## src/rtl/traffic_phase_scheduler_if.sv

```systemverilog
// Signal bundle between the sensor/emergency side and the scheduler:
// vehicle and emergency requests in, lamp codes and status out.
interface traffic_phase_scheduler_if;
  logic [3:0] req;
  logic       emerg;
  logic [1:0] emerg_dir;
  logic [2:0] m1;
  logic [2:0] m2;
  logic [2:0] m3;
  logic [2:0] m4;
  logic [1:0] phase;
  logic [1:0] cur_dir;

  modport master (
    output req, emerg, emerg_dir,
    input  m1, m2, m3, m4, phase, cur_dir
  );

  modport slave (
    input  req, emerg, emerg_dir,
    output m1, m2, m3, m4, phase, cur_dir
  );
endinterface

```

## src/rtl/traffic_phase_scheduler.sv

```systemverilog
// Demand-driven four-approach phase scheduler. Round-robin service of
// presence requests with min/max green, yellow and all-red clearance,
// and emergency preemption. All lamp outputs are registered.
//
//   state     | meaning
//   ----------+-----------------------------------------------------
//   S_ALL_RED | every head red; grant of next approach on last cycle
//   S_GREEN   | approach cur is green
//   S_YELLOW  | approach cur is yellow, fixed length
module traffic_phase_scheduler #(
  parameter int GREEN_MIN = 8,
  parameter int GREEN_MAX = 32,
  parameter int YELLOW_T  = 4,
  parameter int ALLRED_T  = 2,
  parameter int TW        = 8
) (
  input logic                     clk,
  input logic                     rst,
  traffic_phase_scheduler_if.slave bus
);

  typedef enum logic [1:0] {
    S_ALL_RED = 2'b00,
    S_GREEN   = 2'b01,
    S_YELLOW  = 2'b10
  } state_t;

  localparam logic [2:0] LAMP_RED = 3'b100;
  localparam logic [2:0] LAMP_YEL = 3'b010;
  localparam logic [2:0] LAMP_GRN = 3'b001;

  localparam logic [TW-1:0] GMIN_LAST   = TW'(GREEN_MIN - 1);
  localparam logic [TW-1:0] GMAX_LAST   = TW'(GREEN_MAX - 1);
  localparam logic [TW-1:0] YEL_LAST    = TW'(YELLOW_T - 1);
  localparam logic [TW-1:0] ALLRED_LAST = TW'(ALLRED_T - 1);

  state_t        state_q, state_d;
  logic [TW-1:0] tmr_q, tmr_d;
  logic [1:0]    cur_q, cur_d;
  logic [2:0]    m1_q, m2_q, m3_q, m4_q;
  logic [1:0]    phase_q;
  logic [1:0]    cur_dir_q;

  logic          other;
  logic          leave_green;

  // First requesting approach after c, wrapping; c itself is scanned last.
  // With no request at all the grant simply advances to c+1.
  function automatic logic [1:0] rr_pick(input logic [3:0] r, input logic [1:0] c);
    logic [1:0] idx;
    rr_pick = c + 2'd1;
    for (int k = 4; k >= 1; k--) begin
      idx = c + 2'(k);
      if (r[idx]) rr_pick = idx;
    end
  endfunction

  // Lamp code for approach a; only the owning approach is ever non-red.
  function automatic logic [2:0] lamp(input state_t s, input logic [1:0] c,
                                      input logic [1:0] a);
    lamp = LAMP_RED;
    if (c == a) begin
      case (s)
        S_GREEN:  lamp = LAMP_GRN;
        S_YELLOW: lamp = LAMP_YEL;
        default:  lamp = LAMP_RED;
      endcase
    end
  endfunction

  // Next-state, timer and grant decision.
  always_comb begin
    state_d     = state_q;
    tmr_d       = tmr_q + 1'b1;
    cur_d       = cur_q;
    other       = |(bus.req & ~(4'b0001 << cur_q));
    leave_green = 1'b0;

    unique case (state_q)
      S_ALL_RED: begin
        if (tmr_q == ALLRED_LAST) begin
          state_d = S_GREEN;
          tmr_d   = '0;
          cur_d   = bus.emerg ? bus.emerg_dir : rr_pick(bus.req, cur_q);
        end
      end
      S_GREEN: begin
        // An emergency owning the green overrides the max-green limit.
        if (bus.emerg) begin
          leave_green = (bus.emerg_dir != cur_q);
        end else begin
          leave_green = ((tmr_q >= GMIN_LAST) && other) || (tmr_q == GMAX_LAST);
        end

        if (leave_green) begin
          state_d = S_YELLOW;
          tmr_d   = '0;
        end else if (tmr_q == GMAX_LAST) begin
          tmr_d = tmr_q;
        end
      end
      S_YELLOW: begin
        if (tmr_q == YEL_LAST) begin
          state_d = S_ALL_RED;
          tmr_d   = '0;
        end
      end
      default: begin
        state_d = S_ALL_RED;
        tmr_d   = '0;
      end
    endcase
  end

  // State, timer and registered lamp/status outputs with synchronous reset.
  always_ff @(posedge clk) begin
    if (!rst) begin
      state_q   <= S_ALL_RED;
      tmr_q     <= '0;
      cur_q     <= 2'd3;
      m1_q      <= LAMP_RED;
      m2_q      <= LAMP_RED;
      m3_q      <= LAMP_RED;
      m4_q      <= LAMP_RED;
      phase_q   <= 2'b00;
      cur_dir_q <= 2'd3;
    end else begin
      state_q   <= state_d;
      tmr_q     <= tmr_d;
      cur_q     <= cur_d;
      m1_q      <= lamp(state_d, cur_d, 2'd0);
      m2_q      <= lamp(state_d, cur_d, 2'd1);
      m3_q      <= lamp(state_d, cur_d, 2'd2);
      m4_q      <= lamp(state_d, cur_d, 2'd3);
      phase_q   <= state_d;
      cur_dir_q <= cur_d;
    end
  end

  assign bus.m1      = m1_q;
  assign bus.m2      = m2_q;
  assign bus.m3      = m3_q;
  assign bus.m4      = m4_q;
  assign bus.phase   = phase_q;
  assign bus.cur_dir = cur_dir_q;

endmodule

```

## src/flat_wrapper.sv

```systemverilog
// flat-port wrapper written by rule: the top's interface ports become plain ports
module traffic_phase_scheduler_flat 
#(
  parameter int GREEN_MIN = 8,
  parameter int GREEN_MAX = 32,
  parameter int YELLOW_T  = 4,
  parameter int ALLRED_T  = 2,
  parameter int TW        = 8
)
  (clk, rst, bus_req, bus_emerg, bus_emerg_dir, bus_m1, bus_m2, bus_m3, bus_m4, bus_phase, bus_cur_dir);
  traffic_phase_scheduler_if bus_i ();
  input logic clk;
  input logic rst;
  input wire logic [$bits(bus_i.req)-1:0] bus_req;
  input wire logic [$bits(bus_i.emerg)-1:0] bus_emerg;
  input wire logic [$bits(bus_i.emerg_dir)-1:0] bus_emerg_dir;
  output wire logic [$bits(bus_i.m1)-1:0] bus_m1;
  output wire logic [$bits(bus_i.m2)-1:0] bus_m2;
  output wire logic [$bits(bus_i.m3)-1:0] bus_m3;
  output wire logic [$bits(bus_i.m4)-1:0] bus_m4;
  output wire logic [$bits(bus_i.phase)-1:0] bus_phase;
  output wire logic [$bits(bus_i.cur_dir)-1:0] bus_cur_dir;
  assign bus_i.req = bus_req;
  assign bus_i.emerg = bus_emerg;
  assign bus_i.emerg_dir = bus_emerg_dir;
  assign bus_m1 = bus_i.m1;
  assign bus_m2 = bus_i.m2;
  assign bus_m3 = bus_i.m3;
  assign bus_m4 = bus_i.m4;
  assign bus_phase = bus_i.phase;
  assign bus_cur_dir = bus_i.cur_dir;
  traffic_phase_scheduler #(.GREEN_MIN(GREEN_MIN), .GREEN_MAX(GREEN_MAX), .YELLOW_T(YELLOW_T), .ALLRED_T(ALLRED_T), .TW(TW)) u_core (.clk(clk), .rst(rst), .bus(bus_i));
endmodule
```

## config.mk

```make
export PLATFORM = sky130hd
export DESIGN_NAME = traffic_phase_scheduler_flat
export DESIGN_NICKNAME = d
export VERILOG_FILES = /design/src/rtl/traffic_phase_scheduler_if.sv /design/src/rtl/traffic_phase_scheduler.sv /design/src/flat_wrapper.sv
export SDC_FILE = /design/constraint.sdc
export NUM_CORES = 1
export LEC_CHECK = 0
export CAP_MARGIN = 20
export CORE_ASPECT_RATIO = 1.1
export CORE_MARGIN = 8
export CORE_UTILIZATION = 46
export CTS_CLUSTER_SIZE = 16
export DETAILED_ROUTE_END_ITERATION = 8
export MAX_ROUTING_LAYER = met4
export PLACE_DENSITY_LB_ADDON = 0.15
export SLEW_MARGIN = 20
export SYNTH_ARGS = -nofsm -noshare
export SYNTH_HDL_FRONTEND = slang
export SYNTH_SLANG_ARGS = --single-unit
```

## constraint.sdc

```tcl
create_clock -name clk -period 2.8 [get_ports clk]
set_clock_uncertainty 0.2 [all_clocks]
set_input_delay 0.56 -clock clk [delete_from_list [all_inputs] [get_ports clk]]
set_output_delay 0.56 -clock clk [all_outputs]
set_load 0.05 [all_outputs]
```

# Word level (Yosys, flattened, before mapping)

Cells that the tools add are included.

$add $sub $neg: 4
Reduce and logical (&&, ||, !) cells: 9
Magnitude comparators: 5
Bitwise gates (word level): 2
Equality and inequality tests: 12
Shift-type cells: 1
Muxes and demuxes: 27

Operators with widths:

| kind                                                               | count |
|---|---|
| two-way mux 8 bit                                                  | 4 |
| case mux 8 bit (3 select lines)                                    | 1 |
| two-way mux 2 bit                                                  | 10 |
| < comparator 2 x 3 -> 1 bit (second input constant)                | 4 |
| adder 8 x 1 -> 8 bit (second input constant)                       | 1 |
| binary-select mux 1 bit (select 2 bit)                             | 4 |
| equality test 2 bit (second input constant)                        | 4 |
| equality test 8 x 1 -> 1 bit (second input constant)               | 1 |
| equality test 8 x 2 -> 1 bit (second input constant)               | 1 |
| equality test 8 x 5 -> 1 bit (second input constant)               | 1 |
| greater-or-equal comparator 8 x 3 -> 1 bit (second input constant) | 1 |
| AND reduction 2 bit                                                | 4 |
| equality test 2 x 1 -> 1 bit (second input constant)               | 3 |
| two-way mux 1 bit                                                  | 6 |
| case mux 2 bit (3 select lines)                                    | 1 |
| case mux 3 bit (2 select lines)                                    | 1 |
| adder 2 bit (second input constant)                                | 2 |
| bitwise AND 4 bit                                                  | 1 |
| logical NOT 2 bit                                                  | 2 |
| NOT 4 bit                                                          | 1 |
| OR reduction 4 bit                                                 | 1 |
| << shifter 1 x 2 -> 4 bit (first input constant)                   | 1 |
| != test 3 bit (second input constant)                              | 1 |
| adder 2 x 1 -> 2 bit (second input constant)                       | 1 |
| other kinds (3)                                                    | 3 |

Register bits: 24

# Longest topological paths before layout

Gate-level depths: netlist of the first run.

Depth in word-level cells: 12
Gate-level depth with buffers: 13

# Worst setup path before layout of the first run

Ideal clock, no wire load.

Kind: register to register
From: reg u_core.cur_q[0]
To: reg u_core.m2_q[2] (netlist: u_core.bus.m2[2])
Clock period less this slack: 3422 ps
Stages on the path, launching flop included: 10
Arrival: 3095 ps
Data required time: 2473 ps
Path buffers: 1
Library setup time: 127 ps
Slack: -622 ps
Path through: dfxtp_1 > buf_1 > inv_1 > ha_1 > mux4_2 > nand2b_1 > a41o_1 > nand2_1 > nand2_2 > or3_1

Word-level cells in the longest chain between the ends: 12
Elaborated cells between the ends (all ways): 34
Those cells by class: 3 x add/sub; 4 x eq/ne; 1 x shift; 20 x mux; 2 x bitwise; 4 x reduce/logical

Ends and longest elaborated chain:

| element                                                              | line                           | text |
|---|---|---|
| start, declared                                                      | traffic_phase_scheduler.sv:39  | `logic [1:0] cur_q, cur_d;` |
| start signal, assigned                                               | traffic_phase_scheduler.sv:130 | `cur_q <= cur_d;` |
| parallel branches: the longest is 12 deep, another holds adder 2 bit | -                              |  |
| end signal, assigned                                                 | traffic_phase_scheduler.sv:132 | `m2_q <= lamp(state_d, cur_d, 2'd1);` |
| end, declared                                                        | traffic_phase_scheduler.sv:40  | `logic [2:0] m1_q, m2_q, m3_q, m4_q;` |

Parallel ways; which one is timed is not known. The select of a mux whose other input is x is not followed.
A chain may end at the register's enable or synchronous reset.

# Worst setup path in the final report of the first run

From: reg u_core.tmr_q[5]
To: reg u_core.m4_q[2] (netlist: u_core.bus.m4[2])

Word-level cells in the longest chain between the ends: 9
Elaborated cells between the ends (all ways): 19
Those cells by class: 1 x order compare; 6 x eq/ne; 9 x mux; 3 x reduce/logical

Ends and longest elaborated chain:

| element                                                             | line                           | text |
|---|---|---|
| start, declared                                                     | traffic_phase_scheduler.sv:38  | `logic [TW-1:0] tmr_q, tmr_d;` |
| start signal, assigned                                              | traffic_phase_scheduler.sv:129 | `tmr_q <= tmr_d;` |
| greater-or-equal comparator 8 x 3 -> 1 bit                          | traffic_phase_scheduler.sv:92  | `leave_green = ((tmr_q >= GMIN_LAST) && other) \|\| (tmr_q == GMAX_LAST);` |
| logical AND 1 bit                                                   | traffic_phase_scheduler.sv:92  |  |
| logical OR 1 bit                                                    | traffic_phase_scheduler.sv:92  |  |
| two-way mux 1 bit                                                   | traffic_phase_scheduler.sv:89  | `if (bus.emerg) begin` |
| two-way mux 1 bit                                                   | traffic_phase_scheduler.sv:79  | `unique case (state_q)` |
| two-way mux 2 bit                                                   | traffic_phase_scheduler.sv:95  | `if (leave_green) begin` |
| case mux 2 bit (3 select lines) (*)                                 | traffic_phase_scheduler.sv:79  |  |
| named net u_core.state_d[1]                                         | traffic_phase_scheduler.sv:37  | `state_t state_q, state_d;` |
| equality test 2 bit or equality test 2 x 1 -> 1 bit (tied branches) | traffic_phase_scheduler.sv:63  | `case (s)` |
| case mux 3 bit (2 select lines) (*)                                 | traffic_phase_scheduler.sv:63  |  |
| end signal, assigned                                                | traffic_phase_scheduler.sv:134 | `m4_q <= lamp(state_d, cur_d, 2'd3);` |
| end, declared                                                       | traffic_phase_scheduler.sv:40  |  |

The timed path passes the listed nets; every way through them passes the cells marked *. The select of a mux whose other input is x is not followed.

==> results.yml, run 1 <==
status:
  status: "finished, final reports clean"
finish:
  fin_cells: 223
  layout.nets: 208
  area_delta_synth_final_pct: 41.5
  final_area_sq_um: 1830
  layout-drive-gt1-share_pct: 21.1
  fill_cells: 231
  diodes: 0
floorplanning:
  fp.dieH_um: 71.5
  rows: 20
  core_sq_um: 2730
  die_area_sq_um: 4760
  initial_utilization_pct: 47.3
  ioPinCount: 25
  die_w_um: 66.5
drt:
  ant_nets: 0
  via_per_inst: 5.33
  drc_errors: 0
  firstDrtPassIters: 4
  wire_per_inst_um: 13.6
  vias: 1189
  dr.first_iter.drc_count: 72
  wirelength_mm: 3.02
place:
  place_ws_ns: -0.143
  placement.io_buffers: 24
  placed_cells_incl_taps: 218
  place_congestion: 0.799
  dpl_cell_area_sq_um: 1730
  hpwlAfterDp_mm: 2.37
logic_synthesis:
  synthArstFlopShare_pct: 0
  synth_nets: 161
  synth_top_flop_cell: "dfxtp_1"
  synthCells: 144
  yosysMostFrequentCell: "dfxtp_1"
  seq_area_frac_synth_pct: 37.2
  ys_types: 37
  synthTopCellsByCount: "dfxtp_1 (24), nand2_1 (13), inv_1 (10), nor2_1 (10)"
  yosys.area.top_type: "dfxtp_1"
  ys_seq_elements: 24
  synth-edff-count: 0
  yosys_warnings: 0
  synth_area_sq_um: 1290
  ys_top_cells_by_area: "dfxtp_1 (37%), ha_1 (7.8%), xnor2_1 (4.1%)"
  avgSynthCellArea_sq_um: 8.96
  synth_top_area_share_pct: 37.2
sta:
  period_share_pct: 97.1
  fin_setup_tns_ns: 0
  rsz0062_at_grt: "true"
  maxSlewViolCount: 0
  setup_viol: 0
  max_slew_margin_pct: 65.8
  hold_viol: 0
  layout_setup_ws_ns: 0.0818
  final.min_clock_period_ns: 2.72
  clock.fmax_mhz: 368
  worst_slew_pin_slew_ns: 0.511
worst_setup_path:
  max_stage_delay_ns: 0.42
  required_ns: 2.82
  critical_path_class: "reg2reg"
  cp_num_buf_inv: 2
  start_kind: "flip-flop"
  path_cells: "or3_4 > nor4b_4 > a31oi_1 > o31ai_1 > buf_4 > o31a_1 > inv_1 > ha_1 > nand2b_4 > or3_1"
  critPathCaptureType: "flip-flop"
  crit_arrival_ns: 2.74
  crit_family: "simple AND/OR/NAND/NOR gates"
  path_max_fanout: 3
  slowest_stage: "or3_4"
pwr:
  pwr_density_cell_nw_per_um2: 846
  p_leak_nw: 0.741
  total_power_mw: 1.54
  ir_worst_vdd_uv: 647
clock_network:
  cts_buffers: 3
  clk_path_buf_depth: 2
  clk_latency_ns: 0.33
  tritoncts: "built"
  cts_root_buf: "clkbuf_4"
  clock_sinks: 24
  h-tree-depth: 1
  clk_pin_slew_ns: 0.13
grt:
  grt_pass1_vias: 1242
  grt_max_degree: 15
  antenna_found_initial: 0
  grt-ovfl-total: 0
  grt_pass1_wl_mm: 5.34
  track_usage_pct: 14.2
job:
  drv_cap: 0
min_path:
  hold_class: "reg2reg"
-- worst paths after layout --
check             startpoint               end  slack, ns  cells after the start
max          u_core.tmr_q[5]  u_core.bus.m4[2]       0.08                     10
min          u_core.tmr_q[1]   u_core.tmr_q[1]       0.33                      2
max reg2reg  u_core.tmr_q[5]  u_core.bus.m4[2]       0.08                     10
min reg2reg  u_core.tmr_q[1]   u_core.tmr_q[1]       0.33                      2
-- placed cells by master (no fill, tap or decap), types with 3 or more instances in the layout --
| cell type | instances |
|---|---|
| nand2_1 | 13 |
| nand3_1 | 4 |
| nor2_1 | 10 |
| nor2b_1 | 4 |
| dfxtp_1 | 21 |
| nor3b_1 | 4 |
| inv_1 | 10 |
| ha_1 | 7 |
| a21oi_1 | 7 |
| clkbuf_4 | 3 |
| clkdlybuf4s50_1 | 24 |
| buf_4 | 21 |
| a31oi_1 | 4 |
| nor3_1 | 7 |
| xnor2_1 | 6 |
| nand2b_1 | 6 |
| o21ai_0 | 4 |
-- routing by layer --
metal | global-route usage [%] | share of wire, % | up-vias
met3 | 3.74 | 4.7 | 7
li1 | - | - | 600
met5 | - | 0 | -
met2 | 23.8 | 51 | 23
met4 | 5.70 | 2.2 | 0
met1 | 15.5 | 42 | 559
-- power by group --
part | internal [mW] | switching, mW | leakage (nW)
Clock | 0.145 | 0.107 | 0.0279
Combinational | 0.371 | 0.464 | 0.518
Sequential | 0.400 | 0.0567 | 0.195
-- tightest hold or removal path, delay by kind of cell (launching register included) --
family          cells  cell delay [ns]
simple gates        1             0.07
compound gates      1             0.06
flops               1             0.36
-- repair_timing --
action / 4_1_cts / 5_1_grt
hold buffers: 0 / 0
resized for setup: 1 / 5
buffers inserted: 0 / 1
setup endpoints to repair: 2 / 6
pin swaps: 0 / 2
gates cloned: 0 / 0
-- sequential cells by signal (all words and copies together) (netlist names) --
signal          flops
u_core.bus.m1       3
u_core.bus.m3       3
u_core.bus.m2       3
u_core.tmr_q        8
u_core.state_q      2
u_core.cur_q        2
u_core.bus.m4       3
-- final cells by class --
cell class / instances / area (sq um) / area share (%)
flip-flops and latches: 24 / 489 / 26.8
clock inverters: 1 / 30.0 / 1.64
well taps: 33 / 41.3 / 2.26
clock buffers: 3 / 22.5 / 1.23
inverters: 10 / 37.5 / 2.06
repair buffers: 45 / 398 / 21.8
multi-input cells: 107 / 807 / 44.2
-- cells by family after synthesis --
family | after synthesis | synth area share, %
AOI/OAI and AO/OA | 28 | 15.5
xor gates and xnor gates | 8 | 5.43
adders and majority gates | 8 | 7.76
buffers and inverters | 13 | 3.78
DFF | 24 | 37.2
muxes | 3 | 4.27
and+or+nand+nor | 60 | 26.0
-- through the flow --
stage          utilization [%]  hold WS, ns
4_1_cts                   65.6        0.335
6_report                  66.9        0.332
3_3_place_gp              63.4        0.303
2_1_floorplan                -        0.279
5_1_grt                   66.9        0.385
3_5_place_dp              63.4        0.309
Power figures use the tool's default switching activity.
==> run 2: changes to the inputs <==
- CAP_MARGIN: 20 -> 0
- TNS_END_PERCENT: not set -> 5
==> run 2 against run 1 <==
Sequential power about the same. Combinational power is essentially flat. Die area stayed put. Critical path depth decreased by 2. Final cell count stayed put. Maximum frequency up 0.82%. First-iteration DRC count down 17%. Critical path type unchanged. Largest cell class unchanged.
==> results.yml, run 2 (same netlist as run 1, synthesis figures left out) <==
place:
  placement.io_buffers: 24
  place_congestion: 0.799
  placed_cells_incl_taps: 218
  hpwlAfterDp_mm: 2.39
  place_ws_ns: -0.149
floorplanning:
  initial_utilization_pct: 47.3
  ioPinCount: 25
  core_sq_um: 2730
  rows: 20
  die_w_um: 66.5
  fp.dieH_um: 71.5
  die_area_sq_um: 4760
worst_setup_path:
  start_kind: "flip-flop"
  r2r_setup_slack_ns: 0.10
  max_stage_delay_ns: 0.49
  crit_arrival_ns: 2.71
  worst-r2r-cell-count: 8
  critPathCaptureType: "flip-flop"
  required_ns: 2.81
  critical_path_class: "reg2reg"
  timing.rr.start: "u_core.tmr_q[5]"
  slowest_stage: "or4_4"
  path_cells: "or3_4 > or4_4 > o211ai_1 > o31a_1 > inv_1 > ha_1 > nand2b_4 > or3_1"
  path_max_fanout: 4
  regToRegEndpoint: "u_core.bus.m4[2]"
pwr:
  p_int_uw: 916
  power.switching_uw: 626
  p_leak_nw: 0.741
  swShare_pct: 40.6
  pwr-share-clk_pct: 16.1
  comb_power_share_pct: 54.2
  pwr_density_cell_nw_per_um2: 845
  seqPwrFrac_pct: 29.7
  ir_worst_vdd_uv: 553
finish:
  final_util_pct: 66.9
  fin_cells: 223
  layout_commonest_cell: "clkdlybuf4s50_1"
  largest_reg_flops: 8
  area_delta_synth_final_pct: 41.5
  diodes: 0
  regMostFlops: "u_core.tmr_q"
  layout.nets: 208
  layout-drive-gt1-share_pct: 21.1
  most-common-layout-cells: "clkdlybuf4s50_1 (24), buf_4 (21), dfxtp_1 (21)"
clock_network:
  clk_path_buf_depth: 2
  clk_pin_slew_ns: 0.13
  h-tree-depth: 1
  tritoncts: "built"
  cts_buffers: 3
  cts_root_buf: "clkbuf_4"
  postCtsHoldBufs: 0
  clock_sinks: 24
  clk_latency_ns: 0.32
min_path:
  min_from: "u_core.tmr_q[7]"
  hold_class: "reg2reg"
  min_to: "u_core.tmr_q[7]"
  worstHoldPathCells: 2
grt:
  grt_max_degree: 15
  grt-ovfl-total: 0
  grt_pass1_wl_mm: 5.42
  grt_pass1_vias: 1248
  antenna_found_initial: 0
  track_usage_pct: 14.4
sta:
  fin_hold_ws_ns: 0.332
  max_slew_margin_pct: 65.8
  period_share_pct: 96.3
  fin_setup_tns_ns: 0
  worst_slew_pin_slew_ns: 0.511
  maxSlewViolCount: 0
  layout_setup_ws_ns: 0.104
  final.min_clock_period_ns: 2.70
  setup_viol: 0
  clock.fmax_mhz: 371
  rsz0062_at_grt: "true"
  hold_viol: 0
drt:
  vias: 1189
  wire_per_inst_um: 13.7
  drc_errors: 0
  wirelength_mm: 3.06
  dr.first_iter.drc_count: 60
  firstDrtPassIters: 4
  ant_nets: 0
  via_per_inst: 5.33
job:
  drv_cap: 0
status:
  status: "finished, final reports clean"
==> run 2: final cells by class <==
| class | count | area (sq um) |
|---|---|---|
| clock inverters | 1 | 30.0 |
| multi-input cells | 107 | 807 |
| well taps | 33 | 41.3 |
| clock buffers | 3 | 22.5 |
| fillers | 236 | 902 |
| inverters | 10 | 37.5 |
| flip-flops and latches | 24 | 489 |
| repair buffers | 45 | 398 |
==> run 2: worst max-delay path by stage <==
| stage | end | startpoint | depth (start not counted) | slack [ns] |
|---|---|---|---|---|
| floorplan | u_core.bus.m2[2] | u_core.cur_q[0] | 9 | -0.004 |
| global placement | u_core.bus.m2[2] | bus_req[2] | 10 | -0.08 |
| detailed placement | u_core.bus.m4[2] | bus_req[0] | 10 | -0.15 |
| CTS | u_core.bus.m4[2] | u_core.tmr_q[5] | 10 | 0.07 |
| global route | u_core.bus.m2[2] | u_core.tmr_q[5] | 10 | -0.05 |
| finish | u_core.bus.m4[2] | u_core.tmr_q[5] | 8 | 0.10 |
==> run 2: worst max-delay path, delay by kind of cell, from the launching register on <==
kind                       cells  cell delay, ns
buffers and inverters          1            0.05
adders and majority gates      1            0.27
and+or+nand+nor                4            1.37
AOI/OAI and AO/OA              2            0.36
DFF                            1            0.34
==> run 2: per-layer routing <==
| layer | global-route usage [%] | part of all wire, % | vias to the layer above |
|---|---|---|---|
| li1 | - | - | 598 |
| met3 | 3.74 | 4.3 | 6 |
| met1 | 15.8 | 42 | 560 |
| met5 | - | 0 | - |
| met2 | 24.3 | 52 | 25 |
| met4 | 4.99 | 1.6 | 0 |
==> run 2: power groups by stage <==
stage	logic (mW)	registers (mW)	clock network, mW
2_1_floorplan	0.403	0.591	0
3_3_place_gp	0.795	0.460	0
3_5_place_dp	0.818	0.464	0
4_1_cts	0.825	0.456	0.253
5_1_grt	0.912	0.466	0.266
6_report	0.835	0.458	0.249
==> run 2: timing repair <==
| action | 4_1_cts | 5_1_grt |
|---|---|---|
| setup buffers | 0 | 1 |
| cloned | 0 | 0 |
| hold endpoints to repair | 0 | 0 |
| pin swaps | 0 | 1 |
| gates resized for setup | 1 | 5 |
| endpoints found under the setup margin | 2 | 6 |
==> run 2: through the flow <==
step | area (sq um) | power (mW)
after floorplan | 1320 | 0.994
after global placement | 1730 | 1.26
after detailed placement | 1730 | 1.28
after CTS | 1790 | 1.53
after global routing | 1830 | 1.64
final | 1830 | 1.54
